## config.mk

```make
export PLATFORM = sky130hd
export DESIGN_NAME = alu_muldiv_sequencer_flat
export DESIGN_NICKNAME = d
export VERILOG_FILES = /design/src/rtl/alu_muldiv_sequencer_if.sv /design/src/rtl/alu_muldiv_sequencer.sv /design/src/flat_wrapper.sv
export SDC_FILE = /design/constraint.sdc
export NUM_CORES = 1
export LEC_CHECK = 0
export ABC_AREA = 1
export CORE_MARGIN = 2
export CORE_UTILIZATION = 55
export DETAILED_ROUTE_END_ITERATION = 6
export DONT_BUFFER_PORTS = 1
export PLACE_DENSITY_LB_ADDON = 0.12
export REMOVE_ABC_BUFFERS = 1
export SLEW_MARGIN = 10
export SYNTH_ARGS = -nofsm -noshare
export SYNTH_HDL_FRONTEND = slang
export SYNTH_SLANG_ARGS = --single-unit
```

## constraint.sdc

```tcl
create_clock -name clk -period 3.92 [get_ports clk]
set_input_delay 0.784 -clock clk [delete_from_list [all_inputs] [get_ports clk]]
set_output_delay 0.784 -clock clk [all_outputs]
set_load 0.01 [all_outputs]
```

## src/rtl/alu_muldiv_sequencer_if.sv

```systemverilog
// Handshake bundle between the EX stage and the mul/div sequencer.
// EX drives requests and operands; the sequencer returns HI/LO and status.
interface alu_muldiv_sequencer_if #(
    parameter int WIDTH = 32
);
    logic             start;
    logic [1:0]       op;
    logic [WIDTH-1:0] rs_val;
    logic [WIDTH-1:0] rt_val;
    logic             mf_req;
    logic             mthi;
    logic             mtlo;
    logic [WIDTH-1:0] wdata;
    logic [WIDTH-1:0] hi;
    logic [WIDTH-1:0] lo;
    logic             busy;
    logic             done;
    logic             stall;

    modport master (
        output start, op, rs_val, rt_val, mf_req, mthi, mtlo, wdata,
        input  hi, lo, busy, done, stall
    );

    modport slave (
        input  start, op, rs_val, rt_val, mf_req, mthi, mtlo, wdata,
        output hi, lo, busy, done, stall
    );
endinterface

```

## src/rtl/alu_muldiv_sequencer.sv

```systemverilog
// Iterative MULT/MULTU/DIV/DIVU sequencer owning the HI/LO registers.
// One bit per cycle: shift-add multiply, restoring divide on magnitudes,
// with sign correction applied in a final FIX cycle.
module alu_muldiv_sequencer #(
    parameter int WIDTH = 32,
    parameter int CNT_W = 6
) (
    input  logic                  clk,
    input  logic                  rst_n,
    alu_muldiv_sequencer_if.slave bus
);

    typedef enum logic [1:0] {
        S_IDLE,
        S_RUN,
        S_FIX
    } state_t;

    state_t             state;
    state_t             state_nxt;

    logic [CNT_W-1:0]   cnt;
    logic [2*WIDTH:0]   acc;
    logic [2*WIDTH:0]   acc_step;
    logic [WIDTH-1:0]   opnd;
    logic [1:0]         op_q;
    logic               neg_res;
    logic               neg_dvd;
    logic               dz;
    logic [WIDTH-1:0]   hi_q;
    logic [WIDTH-1:0]   lo_q;
    logic               done_q;

    // Capture-side helpers
    logic               signed_op;
    logic               rs_neg;
    logic               rt_neg;
    logic [WIDTH-1:0]   rs_mag;
    logic [WIDTH-1:0]   rt_mag;
    logic               cap_mul;

    // Iteration helpers
    logic [WIDTH:0]     mul_sum;
    logic [2*WIDTH:0]   div_sh;
    logic [WIDTH:0]     div_trial;

    // Sign-corrected results
    logic [2*WIDTH-1:0] prod;
    logic [2*WIDTH-1:0] prod_fix;
    logic [WIDTH-1:0]   quot_fix;
    logic [WIDTH-1:0]   rem_fix;
    logic [WIDTH-1:0]   fix_hi;
    logic [WIDTH-1:0]   fix_lo;

    logic               busy;

    assign signed_op = ~bus.op[0];
    assign rs_neg    = signed_op & bus.rs_val[WIDTH-1];
    assign rt_neg    = signed_op & bus.rt_val[WIDTH-1];
    assign rs_mag    = rs_neg ? -bus.rs_val : bus.rs_val;
    assign rt_mag    = rt_neg ? -bus.rt_val : bus.rt_val;
    assign cap_mul   = ~bus.op[1];

    // State register
    always_ff @(posedge clk or negedge rst_n) begin
        if (!rst_n) begin
            state <= S_IDLE;
        end else begin
            state <= state_nxt;
        end
    end

    // Next-state logic: capture, WIDTH iterations, then one fix-up cycle
    always_comb begin
        state_nxt = state;
        case (state)
            S_IDLE: if (bus.start) state_nxt = S_RUN;
            S_RUN:  if (cnt == CNT_W'(WIDTH - 1)) state_nxt = S_FIX;
            S_FIX:  state_nxt = S_IDLE;
            default: state_nxt = S_IDLE;
        endcase
    end

    // One multiply or divide iteration on the accumulator
    always_comb begin
        acc_step  = acc;
        mul_sum   = '0;
        div_sh    = '0;
        div_trial = '0;
        if (!op_q[1]) begin
            // Multiplier sits in the low half; add multiplicand on LSB, shift right
            mul_sum  = acc[2*WIDTH:WIDTH] + (acc[0] ? {1'b0, opnd} : '0);
            acc_step = {1'b0, mul_sum, acc[WIDTH-1:1]};
        end else begin
            // Remainder in the upper half, dividend/quotient in the low half
            div_sh    = {acc[2*WIDTH-1:0], 1'b0};
            div_trial = div_sh[2*WIDTH:WIDTH] - {1'b0, opnd};
            if (!div_trial[WIDTH]) begin
                acc_step = {div_trial, div_sh[WIDTH-1:1], 1'b1};
            end else begin
                acc_step = div_sh;
            end
        end
    end

    // Sign correction of the finished magnitudes
    always_comb begin
        prod     = acc[2*WIDTH-1:0];
        prod_fix = neg_res ? -prod : prod;
        quot_fix = neg_res ? -acc[WIDTH-1:0] : acc[WIDTH-1:0];
        rem_fix  = neg_dvd ? -acc[2*WIDTH-1:WIDTH] : acc[2*WIDTH-1:WIDTH];
        if (!op_q[1]) begin
            fix_hi = prod_fix[2*WIDTH-1:WIDTH];
            fix_lo = prod_fix[WIDTH-1:0];
        end else begin
            // With a zero divisor the remainder is the dividend magnitude,
            // so re-signing it restores the original rs_val exactly
            fix_hi = rem_fix;
            fix_lo = dz ? '1 : quot_fix;
        end
    end

    // Operand capture, iteration state, HI/LO and done pulse
    always_ff @(posedge clk or negedge rst_n) begin
        if (!rst_n) begin
            cnt     <= '0;
            acc     <= '0;
            opnd    <= '0;
            op_q    <= '0;
            neg_res <= 1'b0;
            neg_dvd <= 1'b0;
            dz      <= 1'b0;
            hi_q    <= '0;
            lo_q    <= '0;
            done_q  <= 1'b0;
        end else begin
            done_q <= (state == S_FIX);
            case (state)
                S_IDLE: begin
                    if (bus.start) begin
                        op_q    <= bus.op;
                        neg_res <= rs_neg ^ rt_neg;
                        neg_dvd <= rs_neg;
                        dz      <= bus.op[1] & (bus.rt_val == '0);
                        opnd    <= cap_mul ? rs_mag : rt_mag;
                        acc     <= {{(WIDTH+1){1'b0}}, (cap_mul ? rt_mag : rs_mag)};
                        cnt     <= '0;
                    end else begin
                        if (bus.mthi) hi_q <= bus.wdata;
                        if (bus.mtlo) lo_q <= bus.wdata;
                    end
                end
                S_RUN: begin
                    acc <= acc_step;
                    cnt <= cnt + CNT_W'(1);
                end
                S_FIX: begin
                    hi_q <= fix_hi;
                    lo_q <= fix_lo;
                end
                default: ;
            endcase
        end
    end

    assign busy      = (state != S_IDLE);
    assign bus.busy  = busy;
    assign bus.done  = done_q;
    assign bus.hi    = hi_q;
    assign bus.lo    = lo_q;
    assign bus.stall = busy & (bus.start | bus.mf_req | bus.mthi | bus.mtlo);

endmodule

```

## src/flat_wrapper.sv

```systemverilog
// flat-port wrapper written by rule: the top's interface ports become plain ports
module alu_muldiv_sequencer_flat 
#(
    parameter int WIDTH = 32,
    parameter int CNT_W = 6
)
  (clk, rst_n, bus_start, bus_op, bus_rs_val, bus_rt_val, bus_mf_req, bus_mthi, bus_mtlo, bus_wdata, bus_hi, bus_lo, bus_busy, bus_done, bus_stall);
  alu_muldiv_sequencer_if #(.WIDTH(WIDTH)) bus_i ();
  input  logic clk;
  input  logic rst_n;
  input wire logic [$bits(bus_i.start)-1:0] bus_start;
  input wire logic [$bits(bus_i.op)-1:0] bus_op;
  input wire logic [$bits(bus_i.rs_val)-1:0] bus_rs_val;
  input wire logic [$bits(bus_i.rt_val)-1:0] bus_rt_val;
  input wire logic [$bits(bus_i.mf_req)-1:0] bus_mf_req;
  input wire logic [$bits(bus_i.mthi)-1:0] bus_mthi;
  input wire logic [$bits(bus_i.mtlo)-1:0] bus_mtlo;
  input wire logic [$bits(bus_i.wdata)-1:0] bus_wdata;
  output wire logic [$bits(bus_i.hi)-1:0] bus_hi;
  output wire logic [$bits(bus_i.lo)-1:0] bus_lo;
  output wire logic [$bits(bus_i.busy)-1:0] bus_busy;
  output wire logic [$bits(bus_i.done)-1:0] bus_done;
  output wire logic [$bits(bus_i.stall)-1:0] bus_stall;
  assign bus_i.start = bus_start;
  assign bus_i.op = bus_op;
  assign bus_i.rs_val = bus_rs_val;
  assign bus_i.rt_val = bus_rt_val;
  assign bus_i.mf_req = bus_mf_req;
  assign bus_i.mthi = bus_mthi;
  assign bus_i.mtlo = bus_mtlo;
  assign bus_i.wdata = bus_wdata;
  assign bus_hi = bus_i.hi;
  assign bus_lo = bus_i.lo;
  assign bus_busy = bus_i.busy;
  assign bus_done = bus_i.done;
  assign bus_stall = bus_i.stall;
  alu_muldiv_sequencer #(.WIDTH(WIDTH), .CNT_W(CNT_W)) u_core (.clk(clk), .rst_n(rst_n), .bus(bus_i));
endmodule
```

==> out/qor.csv <==
stage;metric;value;unit
status;outcome;completed;
power_and_ir_drop;sw_frac_of_total;0.587;
timing;max_freq;0.282;GHz
clock_tree;ctsHoldBuffers;0;
die;core_area;33500;sq um
die;start_util;0.558;
route;ant_nets;0;
timing;rsz0062_at_grt;no;
clock_tree;cts_tree;built;
layout;mostFrequentLayoutCells;nand2_1, inv_1, nand3_1;
power_and_ir_drop;power_leakage;10.4;nW
route;vias;21800;
route;route.detailed.drc;0;
timing;final-hold-violation-count;0;
placed_design;hpwl;60700;microns
layout;layout_commonest_cell;nand2_1;
power_and_ir_drop;power_frac_comb;0.690;
setup_path;r2r-start;u_core.acc[31]$_DFFE_PN0P_;
placed_design;dp_cells;3606;
layout;drive_gt1_frac;0.0505;
layout;final_util;0.585;
setup_path;worstPathMaxFanout;25;
die;io_pins;171;
logic_synthesis;synth.avg_cell_area;5.79;sq um
placed_design;io_buffers;0;
clock_tree;insertion_delay;0.46;ns
power_and_ir_drop;powerDensity;965;nW/um^2
route;wl_per_cell;20.7;microns
logic_synthesis;synth_async_sr_flop_share;1.00;
power_and_ir_drop;intPower;7.82;mW
clock_tree;root_buffer;clkbuf_16;
global_routing;antenna_found_initial;0;
timing;maxSlewHeadroom;0.252;
route;routed_via_density;5.99;
timing;min_period;3.54;ns
logic_synthesis;ys_warn_count;0;
clock_tree;cts_buffers;17;
timing;fin_setup_tns;0;ns
logic_synthesis;syn_area;18700;sq um
logic_synthesis;synth_cell_type_count;57;
die;std_cell_rows;67;
timing;tightest_slew;1.12;ns
setup_path;r2r_slack;0.38;ns
layout;fin_cells;3638;
layout;area_growth;4.86;%
clock_tree;post-cts-setup-buffer-count;0;
layout;nets;3353;
route;first_pass_iters;6;
placed_design;routabilityCongestion;1.05;
setup_path;end_kind;flop;
setup_path;rr_worst_depth;19;
setup_path;crit_type;flop to flop;
global_routing;grt_pass1_vias;19800;
layout;antennaDiodeCount;0;
timing;skew;0.0112;ns
logic_synthesis;ys.flop_type;dfrtp_1;
power_and_ir_drop;seq_power_share;0.215;
clock_tree;clockBufferDepth;2;
clock_tree;cts_resized;0;
power_and_ir_drop;vdd_drop_max;0.000610;V
logic_synthesis;synth_edf_count;0;
die;die_h;188;microns
clock_tree;cts_sinks;174;
global_routing;grt_pass1_wl;114000;microns
route;drt-total-wl;75400;microns
clock_tree;cts-htree-levels;4;
power_and_ir_drop;power;18.9;mW
power_and_ir_drop;clkPwrFrac;0.095;
logic_synthesis;synth_seq_cells;174;
die;die_w;188;microns
clock_tree;cts.clk_slew.worst_paths;0.07;ns
power_and_ir_drop;p_switching;11.1;mW
logic_synthesis;syn-instance-count;3232;
setup_path;crit_required;4.29;ns
setup_path;start_kind;flop;
run;maxCapViolations;0;
route;drtIter0Drc;2696;
setup_path;crit_arrival;3.91;ns
timing;setup_violations;0;
global_routing;grt_usage;0.416;
min_path;min_path_type;input port to async pin;
global_routing;grt_max_degree;175;
logic_synthesis;seq_area_frac_synth;0.233;
global_routing;grt_remaining_overflow;0;
setup_path;r2r-end;u_core.acc[38]$_DFFE_PN0P_;
timing;maxSlewViolCount;0;
die;die_area;35500;sq um
timing;fin_crit_sh;0.904;
[logic make-up after synthesis]
| family | Yosys count | synth area share |
|---|---|---|
| xor+xnor | 53 | 0.0248 |
| simple gates | 1831 | 0.419 |
| fa+ha+maj | 72 | 0.0489 |
| buf+inv | 602 | 0.126 |
| compound gates | 500 | 0.149 |
| flops | 174 | 0.233 |
[flip-flops by register name, summed over array words and instances, names as in the netlist]
register and count:
u_core.acc 65, u_core.bus.done 1, u_core.bus.hi 32, u_core.bus.lo 32, u_core.cnt 6, u_core.dz 1, u_core.neg_dvd 1, u_core.neg_res 1
u_core.op_q 1, u_core.opnd 32, u_core.state 2
[worst max-delay path by stage]
stage	startpoint	to	slack (ns)
finish	u_core.acc[31]$_DFFE_PN0P_	u_core.acc[38]$_DFFE_PN0P_	0.38
global route	u_core.acc[31]$_DFFE_PN0P_	u_core.acc[38]$_DFFE_PN0P_	0.05
CTS	u_core.acc[31]$_DFFE_PN0P_	u_core.acc[38]$_DFFE_PN0P_	0.48
detailed placement	u_core.acc[31]$_DFFE_PN0P_	u_core.acc[38]$_DFFE_PN0P_	0.49
global placement	u_core.acc[31]$_DFFE_PN0P_	u_core.acc[38]$_DFFE_PN0P_	0.60
floorplan	u_core.state[1]$_DFFE_PN0P_	u_core.acc[4]$_DFFE_PN0P_	0.42
[layout make-up]
class / count / area [sq um]
Clock buffer: 18 / 439
Clock inverter: 14 / 168
Fill cell: 3475 / 13900
Inverter: 499 / 1870
Multi-Input combinational cell: 2456 / 12000
Sequential cell: 174 / 4360
Tap cell: 448 / 561
Timing Repair Buffer: 29 / 218
[stage by stage]
| step | worst slack [ns] | hold slack (ns) | instance area [sq um] |
|---|---|---|---|
| global route | 0.0479 | 0.0110 | 19600 |
| CTS | 0.481 | 0.0163 | 19600 |
| floorplan | 0.419 | 0.447 | 18200 |
| detailed placement | 0.494 | 0.498 | 19000 |
| global placement | 0.603 | 0.474 | 19000 |
| finish | 0.378 | 0.0209 | 19600 |
[critical path, cell delays in order, from the launching register on]
cell and delay [ns]:
dfrtp_1 0.45, inv_1 0.10, ha_1 0.22, fa_1 0.36
inv_1 0.13, nand4_1 0.11, nand2_1 0.15, nand2_1 0.07
nand2_1 0.15, nand2_1 0.09, nand2_1 0.09, a21oi_1 0.07
o21bai_1 0.13, ha_1 0.30, inv_1 0.22, buf_4 0.33
a21oi_1 0.10, o21ai_0 0.12, o21ai_0 0.11, o22ai_1 0.12
[per-layer routing]
metal	share of wire	global-route usage	vias up
li1	-	-	10300
met1	0.40	0.563	9979
met2	0.42	0.628	1359
met3	0.12	0.0985	201
met4	0.050	0.194	0
met5	0	0	-
[synth_stat cells, types with 31 or more instances]
cell	n	area share
nand2_1	1059	0.21
inv_1	476	0.095
nand3_1	347	0.093
nor2_1	262	0.053
o21ai_0	182	0.049
a21oi_1	177	0.047
dfrtp_1	174	0.23
ha_1	70	0.047
clkbuf_1	50	0.010
nand4_1	43	0.014
xor2_1	35	0.016
buf_2	31	0.0083
[power groups by stage]
stage | logic (mW) | registers, mW | clock network (mW)
after floorplan | 8.99 | 3.68 | 0
after global placement | 12.4 | 3.98 | 0
after detailed placement | 12.6 | 4.03 | 0
after CTS | 12.7 | 4.00 | 1.80
after global routing | 14.5 | 4.13 | 1.87
final | 13.1 | 4.07 | 1.79
Power figures use the tool's default switching activity.
